===== config.mk =====
export PLATFORM = sky130hd
export DESIGN_NAME = timer_ctrl
export DESIGN_NICKNAME = d
export VERILOG_FILES = /design/src/rtl/timer_ctrl.sv
export SDC_FILE = /design/constraint.sdc
export NUM_CORES = 1
export LEC_CHECK = 0
export CORE_MARGIN = 8
export CORE_UTILIZATION = 40
export DETAILED_ROUTE_END_ITERATION = 8
export GPL_ROUTABILITY_DRIVEN = 0
export PLACE_DENSITY = 0.66
export REMOVE_ABC_BUFFERS = 1
export SLEW_MARGIN = 10
export SYNTH_ARGS = -nofsm -noshare
export SYNTH_HDL_FRONTEND = slang
export SYNTH_SLANG_ARGS = --single-unit

===== constraint.sdc =====
create_clock -name clk_out -period 3.9 [get_ports clk_out]
set_clock_uncertainty 0.05 [all_clocks]
set_input_delay 0.78 -clock clk_out [delete_from_list [all_inputs] [get_ports clk_out]]
set_output_delay 0.78 -clock clk_out [all_outputs]
set_load 0.1 [all_outputs]

===== src/rtl/timer_ctrl.sv =====
// timer_ctrl: run controller for the four-digit MM:SS timer.
// Paces the seconds-units digit with one-cycle increase/decrease strobes,
// broadcasts the controller state to the digit chain and stops at the
// terminal count (59:59 counting up, 00:00 counting down).
module timer_ctrl #(
   parameter int TICK_DIV = 100,
   parameter int TICK_W   = 7
) (
   input  logic       clk_out,
   input  logic       reset,
   input  logic       start_stop,
   input  logic       clear,
   input  logic       up_dn,
   input  logic [3:0] sec0,
   input  logic [3:0] sec1,
   input  logic [3:0] min0,
   input  logic [3:0] min1,
   output logic       increase,
   output logic       decrease,
   output logic [2:0] state,
   output logic       done
);

   typedef enum logic [2:0] {
      S_IDLE  = 3'b000,
      S_RUN   = 3'b001,
      S_PAUSE = 3'b010,
      S_DONE  = 3'b011,
      S_CLEAR = 3'b100
   } state_t;

   localparam logic [TICK_W-1:0] TICK_LAST = TICK_W'(TICK_DIV - 1);

   state_t            r_state;
   logic              r_dir;
   logic [TICK_W-1:0] r_tick_cnt;
   logic              r_increase;
   logic              r_decrease;
   logic              r_done;

   logic w_full_up;
   logic w_all_zero;
   logic w_term_run;
   logic w_term_start;
   logic w_tick_wrap;

   // Digit comparisons for both terminal values.
   assign w_full_up  = (min1 == 4'd5) && (min0 == 4'd9) &&
                       (sec1 == 4'd5) && (sec0 == 4'd9);
   assign w_all_zero = (min1 == 4'd0) && (min0 == 4'd0) &&
                       (sec1 == 4'd0) && (sec0 == 4'd0);

   // While running the latched direction decides; at start the live up_dn does.
   assign w_term_run   = r_dir ? w_full_up : w_all_zero;
   assign w_term_start = up_dn ? w_full_up : w_all_zero;
   assign w_tick_wrap  = (r_tick_cnt == TICK_LAST);

   // Controller state, tick pacing and registered strobes/done.
   always_ff @(posedge clk_out or posedge reset) begin
      if (reset) begin
         r_state    <= S_IDLE;
         r_dir      <= 1'b1;
         r_tick_cnt <= '0;
         r_increase <= 1'b0;
         r_decrease <= 1'b0;
         r_done     <= 1'b0;
      end else if (clear) begin
         // Clear beats every other event, including a coincident start_stop.
         r_state    <= S_CLEAR;
         r_tick_cnt <= '0;
         r_increase <= 1'b0;
         r_decrease <= 1'b0;
         r_done     <= 1'b0;
      end else begin
         // Strobes are single-cycle: default low, raised only on a tick wrap.
         r_increase <= 1'b0;
         r_decrease <= 1'b0;
         case (r_state)
            S_IDLE: begin
               r_done <= 1'b0;
               if (start_stop && !w_term_start) begin
                  r_dir      <= up_dn;
                  r_tick_cnt <= '0;
                  r_state    <= S_RUN;
               end else begin
                  r_state <= S_IDLE;
               end
            end
            S_RUN: begin
               if (w_term_run) begin
                  r_state <= S_DONE;
                  r_done  <= 1'b1;
               end else if (start_stop) begin
                  // Tick count is held so resume stays tick-exact.
                  r_state <= S_PAUSE;
                  r_done  <= 1'b0;
               end else begin
                  r_state <= S_RUN;
                  r_done  <= 1'b0;
                  if (w_tick_wrap) begin
                     r_tick_cnt <= '0;
                     r_increase <= r_dir;
                     r_decrease <= ~r_dir;
                  end else begin
                     r_tick_cnt <= r_tick_cnt + 1'b1;
                  end
               end
            end
            S_PAUSE: begin
               r_done <= 1'b0;
               if (start_stop) begin
                  r_state <= S_RUN;
               end else begin
                  r_state <= S_PAUSE;
               end
            end
            S_DONE: begin
               // Only clear leaves DONE; start_stop is ignored here.
               r_state <= S_DONE;
               r_done  <= 1'b1;
            end
            S_CLEAR: begin
               r_state <= S_IDLE;
               r_done  <= 1'b0;
            end
            default: begin
               r_state <= S_IDLE;
               r_done  <= 1'b0;
            end
         endcase
      end
   end

   assign state    = r_state;
   assign increase = r_increase;
   assign decrease = r_decrease;
   assign done     = r_done;

endmodule


# Yosys cells after proc, flatten, opt, wreduce, memory -nomap -nowiden
# Cells that the tools add are included.
[op_classes]
n_addsub = 1
n_mul = 0
div = 0
order_cmp = 0
n_eq_ne = 11
n_shift = 0
muxes = 27
bitwise_logic = 2
reduce_logical = 16
[op_table]
columns = ["cell", "count"]
rows = [
  ["$mux W7", 5],
  ["$logic_not A4 Y1", 4],
  ["$mux W1", 15],
  ["$pmux W7 S2", 1],
  ["$pmux W3 S4", 1],
  ["$ne A3 B3 Y1 const B", 3],
  ["$eq A4 B3 Y1 const B", 2],
  ["$eq A4 B4 Y1 const B", 2],
  ["$add A7 B1 Y7 const B", 1],
  ["$eq A7 B7 Y1 const B", 1],
  ["$logic_and A1 B1 Y1", 7],
  ["$eq A3 B2 Y1 const B", 2],
  ["$mux W2", 3],
  ["$reduce_and A4 Y1", 1],
  ["$eq A3 B1 Y1 const B", 1],
  ["$logic_not A3 Y1", 1],
  ["$mux W3", 1],
  ["$reduce_and A3 Y1", 1],
  ["$reduce_bool A3 Y1", 1],
  ["$not A1 Y1", 2],
  ["$pmux W1 S2", 1],
  ["$logic_not A1 Y1", 1],
]
[totals]
regBits = 14
latchBits = 0
ramBits = 0
rom_bits = 0
in_bits = 21
output_inout_bits = 6
elab_cells = 63
n_memories = 0

# Logic depth before layout (Yosys ltp)
# Gate-level depths: netlist (run 1).
[depth]
ltp_word = 10
ltp_mapped = 6
depth_no_buf = 6

# Least setup slack after synthesis (run 1)
# No wires, ideal clock.
[synth_path]
kind = "register -> register"
startpoint = "reg r_state[2] (netlist: state[2])"
endpoint = "reg r_tick_cnt[6]"
setup_time_ns = 0.126
t_arrival_ns = 2.043
required_ns = 3.724
setup_slack_ns = 1.681
stages_incl_launch_ff = 6
n_path_buf = 0
synth_period_minus_slack_ns = 2.219
path_cell_list = "dfrtp_1 -> nor4b_2 -> nand2_1 -> a2bb2oi_2 -> a22o_4 -> a221o_1"
[synth_between]
elab_chain_cells = 3
word_cells_on_any_way = 9
classes_between = "eq/ne: 4; mux: 2; reduce/logical: 3"
[synth_rtl]
columns = ["element", "line_no", "rtl"]
rows = [
  ["start, declared", "34", "state_t r_state;"],
  ["start signal, assigned", "61", "r_state <= S_IDLE;"],
  ["start signal, assigned", "69", "r_state <= S_CLEAR;"],
  ["start signal, assigned", "84", "r_state <= S_RUN;"],
  ["$eq A3 B1 Y1 / $logic_not A3 Y1 (equally long branches)", "78", "case (r_state)"],
  ["$ne A3 B3 Y1 (no source line) (tied with other cells)", "--", ""],
  ["$reduce_and A4 Y1 (no source line) / $mux W7 (equally long branches)", "--", ""],
  ["end signal, assigned", "105", "r_tick_cnt <= r_tick_cnt + 1'b1;"],
  ["end, declared", "36", "logic [TICK_W-1:0] r_tick_cnt;"],
]
# Parallel ways exist; a longest one is shown, timed or not.
# A chain may end at the register's enable or synchronous reset.

# Worst setup path in the final report (run 1)
[layout_path]
startpoint = "reg r_state[1] (netlist: state[1])"
endpoint = "out state[1]"
[layout_rtl]
columns = ["element", "line_no", "rtl"]
rows = [
  ["end, declared", "20", "output logic [2:0] state,"],
]
# No word-level cell between the ends.

==> metrics, run 1 <==
status finished clean; Netlist cell types 42; critical path's top delay family buffers and inverters; Crit path buffers/inverters 1; crit-path cells clkdlybuf4s50_1; Mapped Cells 83; post-layout min period 2784 ps; FF+latch count, synth 14; multi-input logic area 516.7 um2; Seq/Total Area, Yosys 0.3997; CTS clk-pin slew, worst paths 90 ps; Tot GR Track Use 0.1090; average wire per cell in the routed design 14.64 um; die area 3956 um2; DRT Pass-1 Iters 5; Slew Viols, Final 0; Worst path slowest cell clkdlybuf4s50_1; FF-to-FF path depth 5; I/O pin count 27; Detail Placement HPWL 1.608 mm; DRC Markers 0; reg2reg start state[2]$_DFF_PP0_; Data required, critical path 3070 ps; Syn Area/Cell 10.60 um2; htree depth 1; vias in the first global route 823; Initial Utilization 0.4094; final period utilization 0.7139; worst-margin pin slew 974.8 ps; count of input and output buffers 26; ANT cells 0; post-cts sizing count 0; Setup-failing EPs final 0; worst hold path class reg2reg; TritonCTS buffer count 3; placed cell areas 1175 um2; layout net count 136; Post-CTS Setup Inserts 0; die height 62.90 um; Leakage Power 0.4950 nW; grt total ovfl 0; Setup crit end state[1]; RR Endpoint r_tick_cnt[2]$_DFFE_PP0P_; Top FF cell, synth dfrtp_1; Setup TNS 0 ps; Syn Std Cell Area 879.6 um2; routed vias/inst 5.702; Yosys Warn Count 0; max-cap viol count 0; share of flip-flops with an asynchronous set or reset 1.000; CP startpoint state[1]$_DFF_PP0_; Layout area overhead 37.70%; vias 804; core area 2148 um2; critical path type reg2out; first-pass GRT wire length 3.622 mm; chip width 62.90 um; pin count of the biggest net entering global routing 15; total power 0.3304 mW; post-route setup slack 1116 ps; initial antenna violation count 0; RSZ-0062 raised after global routing no; clock latency on the worst-skew pair 280 ps; Worst Setup End Kind output port; Fillers 188; CTS tree done; Slew HR 0.3481; drt total wl 2.064 mm; IR drop worst, VDD 0.1447 mV; WP data arrival 1950 ps; Sinks on Clock Net 14; final instance area 1211 um2; Setup crit start kind flop; Hold Fails Final Rpt 0; number of enable flip-flop cells after synthesis 0; commonest non-fill, non-tap cell in the layout clkdlybuf4s50_1; R2R Setup Slk 2030 ps; clock root buffer clkbuf_4; Critical Path Max Stage Delay 1190 ps; WP depth 1; drt initial violations 15; hold-fix buffer count after cts 0; layout cells sized above 1 0.1239; Placement Setup Slack 1162 ps; f_max 359.2 MHz; post-layout util 0.5638; # rows 17; Detail Route Antenna Nets 0; most frequent cells in the layout clkdlybuf4s50_1, dfrtp_1, nor2_1, nand2_1, nand2b_1; clock buffer depth 2; sequential cell area 351.6 um2; pwr dens 272.8 nW/um2; critical-path maximum fanout 7
-- cell usage after synthesis (2+ instances only) --
master | count | area share
dfrtp_1 | 13 | 0.37
nor2_1 | 8 | 0.034
nand2_1 | 6 | 0.026
nand2b_1 | 5 | 0.036
and4_1 | 4 | 0.040
inv_1 | 3 | 0.013
a21o_1 | 2 | 0.017
a221o_1 | 2 | 0.023
a22o_1 | 2 | 0.020
a41oi_1 | 2 | 0.020
nand3_1 | 2 | 0.011
nor4_1 | 2 | 0.014
nor4_4 | 2 | 0.048
nor4b_2 | 2 | 0.034
-- cell type report --
cell class                 instances  share of cell area
tap                               28             0.02893
timing repair buffer              26              0.2149
multi-input combinational         66              0.4267
inverter                           3            0.009298
sequential                        14              0.2903
clock buffer                       4             0.02996
-- kinds of logic (layout without fill, tap and decap cells) --
group                      Yosys count  after routing  share of synthesized area
adders and majority gates            1              1                    0.01422
DFF                                 14             14                     0.3997
buffers and inverters                3             33                    0.01280
xor gates and xnor gates             1              1                   0.009959
muxes                                2              2                    0.02560
AOI/OAI and AO/OA                   19             19                     0.1878
and+or+nand+nor                     43             43                     0.3499
-- worst min-delay path by stage --
stage / cells after the start / slack [ps] / endpoint / start
after global placement: 1 / 480 / r_tick_cnt[1]$_DFFE_PP0P_ / r_tick_cnt[1]$_DFFE_PP0P_
after global routing: 1 / 520 / r_tick_cnt[1]$_DFFE_PP0P_ / r_tick_cnt[1]$_DFFE_PP0P_
after floorplan: 1 / 450 / r_tick_cnt[1]$_DFFE_PP0P_ / r_tick_cnt[1]$_DFFE_PP0P_
after CTS: 1 / 510 / r_tick_cnt[1]$_DFFE_PP0P_ / r_tick_cnt[1]$_DFFE_PP0P_
final: 1 / 500 / r_tick_cnt[1]$_DFFE_PP0P_ / r_tick_cnt[1]$_DFFE_PP0P_
after detailed placement: 1 / 480 / r_tick_cnt[1]$_DFFE_PP0P_ / r_tick_cnt[1]$_DFFE_PP0P_
-- state kept, by name (all words and copies together), names as in the netlist --
register	flops
r_tick_cnt	7
state	3
decrease	1
increase	1
r_dir	1
done	1
-- metrics by stage --
stage,hold WS (ps),cells
after floorplan,450.8,83
after global placement,478.7,137
after detailed placement,481.3,137
final,504.9,141
after global routing,524.3,141
after CTS,506.7,141
-- routing by layer --
layer / part of all wire / wire (um) / vias up / GRT usage
met5: 0 / 0 / - / 0
met4: 0 / 0 / 0 / 0.03419
met3: 0.048 / 100 / 0 / 0.03226
met2: 0.50 / 1034 / 27 / 0.1831
met1: 0.45 / 929 / 388 / 0.1289
li1: - / - / 389 / -
-- power breakdown --
part           internal [mW]  switching [mW]
Clock                 0.0568          0.0478
Sequential             0.151         0.00680
Combinational         0.0330          0.0347
(Power assumes the default switching activity.)
==> run 2, diff against run 1 <==
--- a/config.mk
+++ b/config.mk
@@ -9,7 +9,7 @@
 export CORE_UTILIZATION = 40
 export DETAILED_ROUTE_END_ITERATION = 8
 export GPL_ROUTABILITY_DRIVEN = 0
-export PLACE_DENSITY = 0.66
+export PLACE_DENSITY = 0.69
 export REMOVE_ABC_BUFFERS = 1
 export SLEW_MARGIN = 10
 export SYNTH_ARGS = -nofsm -noshare
==> constraint.sdc (replaced) <==
create_clock -name clk_out -period 2.42 [get_ports clk_out]
set_clock_uncertainty 0.05 [all_clocks]
set_input_delay 0.484 -clock clk_out [delete_from_list [all_inputs] [get_ports clk_out]]
set_output_delay 0.484 -clock clk_out [all_outputs]
set_load 0.1 [all_outputs]
==> run 2 against run 1 <==
Effect of this change: first-iteration DRC count is the same; worst setup slack worse by 780 ps; power is 63% higher; non-clock buffer count up 5; routed wire length shrank 3.1%.
==> metrics, run 2 (synthesis gave the netlist of run 1 again) <==
Data required, critical path 2540 ps; DRC Markers 0; Fillers 194; layout cells sized above 1 0.2119; Hold WS 474.5 ps; WP data arrival 2200 ps; total power 0.5378 mW; core area 2148 um2; critical path type in2reg; status finished clean; drt total wl 1.999 mm; die area 3956 um2; most frequent cells in the layout clkdlybuf4s50_1, dfrtp_1, buf_4, nor2_1, nand2_1; pin count of the biggest net entering global routing 15; Setup crit end r_tick_cnt[6]$_DFFE_PP0P_; Setup crit start kind primary input; reg2reg start state[2]$_DFF_PP0_; Biggest register r_tick_cnt; first-pass GRT wire length 3.601 mm; Tot GR Track Use 0.1096; Slew HR 0.6566; IR drop worst, VDD 0.4084 mV; initial antenna violation count 0; chip width 62.90 um; critical-path maximum fanout 5; commonest non-fill, non-tap cell in the layout clkdlybuf4s50_1; Hold Fails Final Rpt 0; Leakage Power 0.5299 nW; Post-CTS Setup Inserts 0; vias 810; clock latency on the worst-skew pair 280 ps; CTS clk-pin slew, worst paths 80 ps; die height 62.90 um; post-cts sizing count 0; RR Endpoint r_tick_cnt[6]$_DFFE_PP0P_; layout net count 141; final period utilization 0.8592; DRT Pass-1 Iters 4; CP startpoint min1[2]; Detail Route Antenna Nets 0; ANT cells 0; Worst Setup End Kind flop; RSZ-0062 raised after global routing no; post-layout min period 2079 ps; R2R Setup Slk 560 ps; CTS tree done; htree depth 1; Detail Placement HPWL 1.650 mm; Sinks on Clock Net 14; clock buffer depth 2; TritonCTS buffer count 3; hold-fix buffer count after cts 0; worst-margin pin slew 514.5 ps; worst hold path class in2async; FF-to-FF path depth 5; grt total ovfl 0; vias in the first global route 792; max FFs per register 7; Setup-failing EPs final 0; routed vias/inst 5.548; clock root buffer clkbuf_4; # rows 17; average wire per cell in the routed design 13.69 um; Initial Utilization 0.4094; f_max 480.9 MHz; Layout area overhead 40.26%; I/O pin count 27; max-cap viol count 0; Setup TNS 0 ps; count of input and output buffers 26; pwr dens 436.0 nW/um2; Slew Viols, Final 0; drt initial violations 15
==> run 2: cell count changes in the layout (fill, tap and decap cells not counted), sizes merged <==
cell           previous run  this run
clkdlybuf4s50            26        20
buf                       0        11
==> run 2: how the worst min path moves through the flow <==
stage	start	to	slack, ps	depth (start not counted)
after floorplan	reset	decrease$_DFF_PP0_	320	1
after global placement	r_tick_cnt[1]$_DFFE_PP0P_	r_tick_cnt[1]$_DFFE_PP0P_	480	1
after detailed placement	r_tick_cnt[1]$_DFFE_PP0P_	r_tick_cnt[1]$_DFFE_PP0P_	480	1
after CTS	reset	done$_DFF_PP0_	490	2
after global routing	r_tick_cnt[0]$_DFFE_PP0P_	r_tick_cnt[0]$_DFFE_PP0P_	540	1
final	reset	r_tick_cnt[1]$_DFFE_PP0P_	470	2
==> run 2: critical path: stages <==
cell and delay [ps]:
clkdlybuf4s50_1 410, nor4_1 380, a41oi_1 210, nor2_1 270, nor3b_2 130, a221o_1 310
==> run 2: layout make-up <==
type | instances | area, um2 | share of cell area
Inverter | 3 | 11.26 | 0.009128
Clock buffer | 4 | 36.28 | 0.02941
Timing Repair Buffer | 31 | 282.8 | 0.2292
Tap cell | 28 | 35.03 | 0.02840
Sequential cell | 14 | 351.6 | 0.2850
Multi-Input combinational cell | 66 | 516.7 | 0.4189
==> run 2: layer usage <==
layer	vias up	track usage	routed length [um]
li1	396	-	-
met1	393	0.1294	867
met2	16	0.1716	983
met3	5	0.04480	116
met4	0	0.04274	31
met5	-	0	0
==> run 2: through the flow <==
| step | setup WS, ps | cells | util | area [um2] |
|---|---|---|---|---|
| final | 340.6 | 146 | 0.5743 | 1234 |
| after global routing | 240.6 | 146 | 0.5743 | 1234 |
| after CTS | 337.3 | 146 | 0.5743 | 1234 |
| after detailed placement | 25.56 | 142 | 0.5574 | 1197 |
| after global placement | 68.86 | 142 | 0.5574 | 1197 |
| after floorplan | 200.6 | 83 | - | 879.6 |
==> run 2: power by group <==
part | internal (mW) | total [mW] | switching, mW | leakage [nW]
logic | 0.0594 | 0.116 | 0.0566 | 0.320
clock network | 0.0916 | 0.167 | 0.0756 | 0.0210
registers | 0.244 | 0.255 | 0.0107 | 0.189
==> run 3, diff against run 2 <==
--- a/config.mk
+++ b/config.mk
@@ -9,7 +9,7 @@
 export CORE_UTILIZATION = 40
 export DETAILED_ROUTE_END_ITERATION = 8
 export GPL_ROUTABILITY_DRIVEN = 0
-export PLACE_DENSITY = 0.69
+export PLACE_DENSITY = 0.66
 export REMOVE_ABC_BUFFERS = 1
 export SLEW_MARGIN = 10
 export SYNTH_ARGS = -nofsm -noshare
==> constraint.sdc (replaced) <==
create_clock -name clk_out -period 2.5 [get_ports clk_out]
set_clock_uncertainty 0.05 [all_clocks]
set_input_delay 0.5 -clock clk_out [delete_from_list [all_inputs] [get_ports clk_out]]
set_output_delay 0.5 -clock clk_out [all_outputs]
set_load 0.1 [all_outputs]
==> run 3 against run 2 <==
Effect of this change: final area is 1.8% lower; critical path depth stayed put; final cell count is 2.1% lower; die area stayed put; routed wire length is 3.9% higher; clock power is 2% lower; combinational power is 9% lower; worst setup slack worse by 36 ps; global-route usage is 0.20 points higher; power is 4.3% lower; non-clock buffer count is 3 lower; largest power group unchanged.
==> metrics, run 3 (synthesis gave the netlist of run 1 again) <==
grt total ovfl 0; initial antenna violation count 0; max FFs per register 7; Post-CTS Setup Inserts 0; final std cells w/o fill 143; Data required, critical path 2620 ps; Tot GR Track Use 0.1116; RSZ-0062 raised after global routing no; Biggest register r_tick_cnt; Leakage Power 0.5162 nW; vias in the first global route 845; hold-fix buffer count after cts 0; htree depth 1; clock latency on the worst-skew pair 280 ps; vias 783; Slew Viols, Final 0; commonest non-fill, non-tap cell in the layout clkdlybuf4s50_1; Detail Placement HPWL 1.700 mm; Setup-failing EPs final 0; worst hold path class in2async; Initial Utilization 0.4094; pwr dens 425.1 nW/um2; R2R Setup Slk 620 ps; die area 3956 um2; Hold WS 493.7 ps; Power Internal 0.3767 mW; FF-to-FF path depth 5; net switching power figure 0.1382 mW; most frequent cells in the layout clkdlybuf4s50_1, dfrtp_1, nor2_1, buf_4, nand2_1; average wire per cell in the routed design 14.52 um; post-layout min period 2196 ps; Hold Fails Final Rpt 0; power share of the combinational group 0.206; routed vias/inst 5.476; die height 62.90 um; drt initial violations 14; WP data arrival 2320 ps; layout net count 138; ANT cells 0; CTS tree done; Setup crit start kind primary input; critical-path maximum fanout 5; f_max 455.4 MHz; TritonCTS buffer count 3; DRC Markers 0; DRT Pass-1 Iters 4; pin count of the biggest net entering global routing 15; layout cells sized above 1 0.1913; DP Cell Count 139; chip width 62.90 um; first-pass GRT wire length 3.677 mm; Slew HR 0.6544; clock share of power 0.316; clock root buffer clkbuf_4; Worst Setup End Kind flop; count of input and output buffers 26; post-cts sizing count 0; total power 0.5149 mW; CTS clk-pin slew, worst paths 90 ps; reg2reg start state[2]$_DFF_PP0_; max-cap viol count 0; # rows 17; I/O pin count 27; core area 2148 um2; final instance area 1211 um2; IR drop worst, VDD 0.4099 mV; critical path type in2reg; Layout area overhead 37.70%; final period utilization 0.8783; Seq pwr share 0.478; Detail Route Antenna Nets 0; drt total wl 2.076 mm; clock buffer depth 2; Sinks on Clock Net 14; switch share 0.2683; RR Endpoint r_tick_cnt[6]$_DFFE_PP0P_; placed cell areas 1175 um2; status finished clean; worst-margin pin slew 517.8 ps
[run 3: routing by layer]
layer  global-route usage  share of wire  vias up
li1                     -              -      390
met1               0.1246           0.43      378
met2               0.1882           0.51       15
met3              0.05556          0.060        0
met4              0.01709              0        0
met5                    0              0        -
[run 3: power by group through the flow]
stage / logic [mW] / registers [mW] / clock network, mW
floorplan: 0.0402 / 0.262 / 0
global placement: 0.105 / 0.251 / 0
detailed placement: 0.107 / 0.251 / 0
CTS: 0.107 / 0.247 / 0.167
global route: 0.116 / 0.249 / 0.181
finish: 0.106 / 0.246 / 0.163
[run 3: area by class of cell]
class	count	area, um2
Inverter	3	11.26
Tap cell	28	35.03
Sequential cell	14	351.6
Multi-Input combinational cell	66	516.7
Fill cell	199	937.1
Clock buffer	4	36.28
Timing Repair Buffer	28	260.3
[run 3: worst max-delay path by stage]
stage,start,endpoint,slack [ps],depth (start not counted)
2_1_floorplan,state[2]$_DFF_PP0_,r_tick_cnt[6]$_DFFE_PP0P_,280,5
3_3_place_gp,min1[1],r_tick_cnt[2]$_DFFE_PP0P_,30,6
3_5_place_dp,min1[2],r_tick_cnt[2]$_DFFE_PP0P_,-30,6
4_1_cts,min1[2],r_tick_cnt[2]$_DFFE_PP0P_,280,6
5_1_grt,min1[2],r_tick_cnt[6]$_DFFE_PP0P_,110,6
6_report,min1[2],r_tick_cnt[2]$_DFFE_PP0P_,300,6
[run 3: critical path: stages]
cell             delay, ps
clkdlybuf4s50_1        420
nor4_1                 370
a41oi_1                210
o211ai_1               440
nor3b_1                110
a221o_1                270
[run 3: stage by stage]
step           setup TNS (ps)  setup WS [ps]  utilization
3_3_place_gp                0          33.50       0.5469
3_5_place_dp           -48.93         -28.40       0.5469
4_1_cts                     0          284.0       0.5638
5_1_grt                     0          106.6       0.5638
6_report                    0          304.2       0.5638
2_1_floorplan               0          280.6            -
